[src/rtl/chunk_add_pkg.sv]
`default_nettype none
// ============================================================================
// Module   : chunk_add_pkg
// Purpose  : Shared definitions for the chunked sequential adder: FSM state
//            encoding, default geometry and the chunk counter width helper.
// Ports    : none (package)
// Revision : 1.0 - initial release
// ============================================================================
package chunk_add_pkg;

  // FSM state encoding (2-bit, legacy-compatible constants)
  localparam logic [1:0] ST_IDLE = 2'd0;
  localparam logic [1:0] ST_CALC = 2'd1;
  localparam logic [1:0] ST_DONE = 2'd2;

  // Default geometry: 4 chunks of 4 bits -> 16-bit operands
  localparam int DEF_WIDETH = 4;
  localparam int DEF_CHUNKS = 4;

  // Width of the chunk counter; never narrower than one bit so that a
  // single-chunk configuration still has a legal vector.
  function automatic int cnt_w(input int chunks);
    return (chunks <= 1) ? 1 : $clog2(chunks);
  endfunction

endpackage : chunk_add_pkg
`default_nettype wire

[src/rtl/full_add.sv]
`default_nettype none
// ============================================================================
// Module   : full_add
// Purpose  : Combinational WIDETH-bit ripple adder with carry in/out.
// Ports    : a, b   - addends (WIDETH bits)
//            cin    - carry in
//            sum    - (a + b + cin) mod 2^WIDETH
//            cout   - carry out of the MSB
// Revision : 1.0 - initial release
// ============================================================================
module full_add #(
  parameter int WIDETH = 4
) (
  input  logic [WIDETH-1:0] a,
  input  logic [WIDETH-1:0] b,
  input  logic              cin,
  output logic [WIDETH-1:0] sum,
  output logic              cout
);

  logic [WIDETH:0] w_total;

  assign w_total = {1'b0, a} + {1'b0, b} + {{WIDETH{1'b0}}, cin};
  assign sum     = w_total[WIDETH-1:0];
  assign cout    = w_total[WIDETH];

endmodule : full_add
`default_nettype wire

[src/rtl/chunk_add_seq.sv]
`default_nettype none
// ============================================================================
// Module   : chunk_add_seq
// Purpose  : Sequential multi-word adder. Adds two WIDETH*CHUNKS-bit operands
//            one WIDETH-bit chunk per cycle, LSB chunk first, through a single
//            full_add stage. Operands in and result out use valid/ready.
// Ports    : clk, rst          - clock, async active-high reset
//            in_valid/in_ready - operand handshake (in_ready = IDLE)
//            in_a, in_b, in_cin- operands and carry into chunk 0
//            out_valid/out_ready - result handshake (out_valid = DONE)
//            out_sum, out_cout - result and carry out of the MSB chunk
//            busy              - high while chunks are being added
// Revision : 1.0 - initial release
// ============================================================================
module chunk_add_seq
  import chunk_add_pkg::*;
#(
  parameter int WIDETH = DEF_WIDETH,
  parameter int CHUNKS = DEF_CHUNKS
) (
  input  logic                     clk,
  input  logic                     rst,
  input  logic                     in_valid,
  output logic                     in_ready,
  input  logic [WIDETH*CHUNKS-1:0] in_a,
  input  logic [WIDETH*CHUNKS-1:0] in_b,
  input  logic                     in_cin,
  output logic                     out_valid,
  input  logic                     out_ready,
  output logic [WIDETH*CHUNKS-1:0] out_sum,
  output logic                     out_cout,
  output logic                     busy
);

  localparam int          N      = WIDETH * CHUNKS;
  localparam int          CW     = cnt_w(CHUNKS);
  localparam logic [CW-1:0] C_LAST = CW'(CHUNKS - 1);

  logic [1:0]        r_state;
  logic [N-1:0]      r_a;
  logic [N-1:0]      r_b;
  logic [N-1:0]      r_sum;
  logic              r_carry;
  logic [CW-1:0]     r_cnt;

  logic [WIDETH-1:0] w_sum;
  logic              w_cout;
  logic [N-1:0]      w_sum_next;

  // The only arithmetic per cycle: one WIDETH-bit ripple on the low chunk.
  full_add #(
    .WIDETH (WIDETH)
  ) u_full_add (
    .a    (r_a[WIDETH-1:0]),
    .b    (r_b[WIDETH-1:0]),
    .cin  (r_carry),
    .sum  (w_sum),
    .cout (w_cout)
  );

  // New chunk enters at the top of the sum register; after CHUNKS shifts
  // chunk 0 has migrated down to the LSB position.
  generate
    if (CHUNKS == 1) begin : g_sum_single
      assign w_sum_next = w_sum;
    end else begin : g_sum_shift
      assign w_sum_next = {w_sum, r_sum[N-1:WIDETH]};
    end
  endgenerate

  always_ff @(posedge clk or posedge rst) begin
    if (rst) begin
      r_state <= ST_IDLE;
      r_a     <= '0;
      r_b     <= '0;
      r_sum   <= '0;
      r_carry <= 1'b0;
      r_cnt   <= '0;
    end else begin
      case (r_state)
        ST_IDLE: begin
          if (in_valid) begin
            r_a     <= in_a;
            r_b     <= in_b;
            r_carry <= in_cin;
            r_cnt   <= '0;
            r_state <= ST_CALC;
          end
        end
        ST_CALC: begin
          r_a     <= r_a >> WIDETH;
          r_b     <= r_b >> WIDETH;
          r_sum   <= w_sum_next;
          r_carry <= w_cout;
          r_cnt   <= r_cnt + 1'b1;
          if (r_cnt == C_LAST) begin
            r_state <= ST_DONE;
          end
        end
        ST_DONE: begin
          if (out_ready) begin
            r_state <= ST_IDLE;
          end
        end
        default: r_state <= ST_IDLE;
      endcase
    end
  end

  // Handshake flags decode registered state only.
  assign in_ready  = (r_state == ST_IDLE);
  assign out_valid = (r_state == ST_DONE);
  assign busy      = (r_state == ST_CALC);
  assign out_sum   = r_sum;
  assign out_cout  = r_carry;

endmodule : chunk_add_seq
`default_nettype wire

[config.mk]
export PLATFORM = sky130hd
export DESIGN_NAME = chunk_add_seq
export DESIGN_NICKNAME = d
export VERILOG_FILES = /design/src/rtl/chunk_add_pkg.sv /design/src/rtl/full_add.sv /design/src/rtl/chunk_add_seq.sv
export SDC_FILE = /design/constraint.sdc
export NUM_CORES = 1
export LEC_CHECK = 0
export CAP_MARGIN = 0
export CORE_UTILIZATION = 40
export CTS_CLUSTER_DIAMETER = 120
export DETAILED_ROUTE_END_ITERATION = 8
export GPL_ROUTABILITY_DRIVEN = 0
export PLACE_DENSITY = 0.7
export SYNTH_ARGS = -nofsm -noshare
export SYNTH_HDL_FRONTEND = slang
export SYNTH_SLANG_ARGS = --single-unit
[constraint.sdc]
create_clock -name clk -period 2.2 [get_ports clk]
set_input_delay 0.66 -clock clk [delete_from_list [all_inputs] [get_ports clk]]
set_output_delay 0.66 -clock clk [all_outputs]
set_load 0.02 [all_outputs]
Word-level counts from Yosys, hierarchy flattened
Index checks and enable logic that the tools add are counted.
- register bits: 53
- output and inout port bits: 20
- input port bits: 37
- reductions and logical operators: 4
- mux-type cells: 12
- $add $sub $neg: 3
- eq/ne operators: 6
- operators with widths (kind ; number):
    16-bit one-hot mux with 2 select lines ; 2
    16-bit two-way mux ; 2
    2-bit two-way mux ; 4
    2-bit one-hot mux with 3 select lines ; 1
    4-bit by 4-bit adder with 5-bit output ; 1
    5-bit by 1-bit adder with 5-bit output ; 1
    2-bit equality test (second input constant) ; 2
    2-bit by 1-bit != test with 1-bit output (second input constant) ; 2
    2-bit one-hot mux with 2 select lines ; 1
    3-bit AND reduction ; 1
    2-bit by 1-bit adder with 2-bit output (second input constant) ; 1
    2-bit by 1-bit equality test with 1-bit output (second input constant) ; 1
    2-bit zero test ; 1
    2-bit != test (second input constant) ; 1
    1-bit one-hot mux with 2 select lines ; 1
    2-bit AND reduction ; 1
    2-bit nonzero test ; 1
    1-bit two-way mux ; 1

Longest topological paths before layout
- depth after elaboration: 3
- gate-level depth with buffers: 7
- mapped depth without buffers: 5

Cells and area by module
Synthesis repeated with hierarchy kept, for this count alone.
- cell total of the unflattened synthesis: 273
- area total of the unflattened synthesis: 2591.2 sq um
- modules (own cells, without submodules) (module ; times used ; seq. area each (sq um) ; area an instance (sq um) ; cells an instance):
    chunk_add_seq ; 1 ; 1326.3 ; 2447.3 ; 257
    full_add ; 1 ; 0.0 ; 143.9 ; 16

Worst setup path before layout
OpenSTA, ideal clock, no wires.
- kind: flip-flop to flip-flop
- from: reg r_carry, in the netlist out_cout
- to: reg r_carry, in the netlist out_cout
- arrival: 1.798 ns
- setup time: 0.127 ns
- clock period less this slack: 1.925 ns
- stages on the path, launching flop included: 6
- setup slack: 0.275 ns
- buffers on the path: 0
- required time: 2.073 ns
- cell sequence: dfrtp_1 -> fa_1 -> fa_1 -> a21o_1 -> a211oi_1 -> o31ai_1
- cells in the longest elaborated chain, start to end: 2
- RTL lines (element ; line ; RTL):
    from (decl) ; chunk_add_seq.sv:43 ; logic r_carry;
    from (signal assigned) ; chunk_add_seq.sv:85 ; r_carry <= in_cin;
    from (signal assigned) ; chunk_add_seq.sv:94 ; r_carry <= w_cout;
    5-bit by 1-bit adder with 5-bit output ; full_add.sv:23 ; assign w_total = {1'b0, a} + {1'b0, b} + {{WIDETH{1'b0}}, cin};
    1-bit one-hot mux with 2 select lines ; chunk_add_seq.sv:80 ; case (r_state)
No other way between the ends.
A chain may end at the register's enable or synchronous reset.

Worst setup path after layout
- from: reg r_carry, in the netlist out_cout
- to: out out_cout
- RTL lines (element ; line ; RTL):
    to (decl) ; chunk_add_seq.sv:31 ; output logic out_cout,
No word-level cell between the ends.

==> flow_summary.toml <==
[clocking]
cts.sinks = 53
cts_tree = "yes"
clk_latency_ns = 0.31
cts_max_level = 2
clk_pin_slew_ns = 0.09
numCtsBuffers = 5
holdBufCountCts = 0
postCtsSetupRepairBufs = 0
ctsRootBufferMaster = "clkbuf_8"
postCtsResizedCells = 3
clockBufferDepth = 2

[synthesis]
ys_seq_elements = 53
yosys_warnings = 0
syn_inst = 250
synth.area.top_cells = "dfrtp_1 54%, nand2_1 11%, mux2i_1 7.3%"
syn-mean-instance-area_um2 = 9.894
syn_area_um2 = 2474
synth_top_cell_area_share = 0.5362
yosysTopAreaCell = "dfrtp_1"
seq_area_frac_synth = 0.5362
synth_cell_type_count = 29
syn-num-nets = 293

[timing]
min_period_over_period = 0.9087
period_minus_slack_ns = 1.999
fin_setup_tns_ns = 0
drv_slew = 0
fin_skew_ns = 0.007794
fin_hold_ws_ns = 0.4775
setup_viol = 0
rsz0062_at_grt = "false"
maxClockFrequency_mhz = 500.2
worstMarginPinSlew_ns = 0.4710
final_hold_viol_count = 0
slew_headroom = 0.6860

[worst_setup_path]
crit_slowest_cell = "clkdlybuf4s50_1"
cp_cell_sequence = "clkdlybuf4s50_1"
arrival_ns = 1.34
endpoint_kind = "output port"
cp_top_family = "buffers and inverters"
start_kind = "register"
path_buf_inv = 1
critical_path_class = "reg2out"
critPathRequiredTime_ns = 1.54
slowest_delay_ns = 0.64
path_max_fanout = 3

[drt]
first_iter_violations = 76
wirelength_um = 4709
firstDrtPassIters = 4
vias = 1871
wire_per_inst_um = 12.30
ant_nets = 0
vias_per_cell = 4.885
drc = 0

[pwr]
p_leak_nw = 1.510
power_mw = 4.630
power_density_nw_per_um2 = 1427
ir_drop_uv = 768.1

[final_layout]
area_growth_pct = 31.21
multi_input_comb_area_um2 = 1037
layout-drive-gt1-share = 0.06818
design_area_um2 = 3246
antenna_cells = 0
final_nets = 350
fillers = 562
seq_area_um2 = 1326

[place]
placed_area_um2 = 3129
hpwl_um = 3406
portBuffers = 56

[die]
core-area_um2 = 5956
die_w_um = 80.64
num_rows = 28
die_h_um = 80.64
io_pins = 57
die_area_um2 = 6503
initial_core_util = 0.4153

[grt]
grt_pass1_vias = 1827
grt_overflow = 0
antenna_found_initial = 0
grtUsageTotal = 0.1636
grt_pass1_wl_um = 8169
grt_max_degree = 49

[run]
max_cap_viol_count = 0

[hold_path]
hold_path_class = "reg2reg"

[status]
status = "finished, final reports clean"
metal layers:
layer / up-vias / routed length (µm) / GRT usage
met5: - / 0 / 0
met4: 0 / 49 / 0.04286
met3: 6 / 211 / 0.03750
met2: 50 / 2125 / 0.2686
met1: 859 / 2324 / 0.2164
li1: 956 / - / -
cells in the mapped netlist:
master	instances
buf_8	1
buf_4	1
o31ai_1	1
and3b_1	7
a21o_1	1
xnor2_1	1
mux2i_1	18
or3_1	1
o211ai_1	1
a22o_1	5
dfrtp_1	53
o21bai_1	1
o21ai_0	31
clkbuf_1	4
buf_6	2
nand2_1	75
inv_1	4
a211oi_1	1
a21oi_1	13
nor2_1	3
buf_2	7
a221oi_1	1
nor2b_1	7
ha_1	4
and2_1	1
fa_1	2
inv_2	1
nand2b_4	1
nor4bb_1	2
cell type report:
class,count,area share
sequential,53,0.4086
clock inverter,2,0.01157
clock buffer,6,0.02544
timing repair buffer,65,0.2001
tap,75,0.02891
multi-input combinational,177,0.3196
inverter,5,0.005783
flip-flops by register name (all words and copies together), names as in the netlist:
| signal | count |
|---|---|
| out_sum | 16 |
| r_a | 16 |
| r_b | 16 |
| r_cnt | 2 |
| r_state | 2 |
| out_cout | 1 |
layout by cell type (no fill, tap or decap), drive strengths merged:
cell type      synthesis  final
a211oi                 1      1
bufinv                 0      1
a221oi                 1      1
nand2                 75     75
a21o                   1      1
nor2b                  7      7
clkbuf                 4      6
a21oi                 13     13
o21ai                 31     31
or3                    1      1
nor4bb                 2      2
clkdlybuf4s50          0     53
a22o                   5      5
and2                   1      1
nor2                   3      3
xnor2                  1      1
o31ai                  1      1
o21bai                 1      1
and3b                  7      7
fa                     2      2
o211ai                 1      1
ha                     4      4
mux2i                 18     18
buf                   11      9
clkinvlp               0      1
inv                    5      5
nand2b                 1      1
dfrtp                 53     53
dlygate4sd2            0      3
cells by family after synthesis:
group | count (synthesis) | synth area share
AND/OR/NAND/NOR | 97 | 0.1796
flip-flops | 53 | 0.5362
adder cells (fa/ha/maj) | 6 | 0.03642
buffers and inverters | 20 | 0.04602
multiplexers | 18 | 0.07284
AO/OA/AOI/OAI | 55 | 0.1254
XOR/XNOR | 1 | 0.003541
through the flow:
stage | utilization | setup WS, ns | std cells
6_report | 0.5450 | 0.2008 | 383
5_1_grt | 0.5450 | 0.1275 | 383
4_1_cts | 0.5450 | 0.1779 | 383
3_5_place_dp | 0.5254 | 0.2144 | 375
3_3_place_gp | 0.5254 | 0.2219 | 375
2_1_floorplan | - | 0.2538 | 250
worst paths after layout:
check | startpoint | to | slack [ns] | cells past startpoint
worst min-delay path | out_sum[0] | out_sum[0] | 0.48 | 2
worst min register to register | out_sum[0] | out_sum[0] | 0.48 | 2
worst max register to register | out_cout | out_cout | 0.30 | 5
min in group asynchronous | rst | r_cnt[1] | 0.65 | 2
max in group asynchronous | rst | out_sum[8] | 1.08 | 3
worst max-delay path | out_cout | out_cout | 0.20 | 1
where the power goes:
group	switching (mW)	total, mW	leakage, nW	internal [mW]
logic	1.21	2.25	0.777	1.04
clock network	0.312	0.682	0.0574	0.370
registers	0.289	1.70	0.676	1.41
No activity file was read; power rests on OpenSTA's default activity.
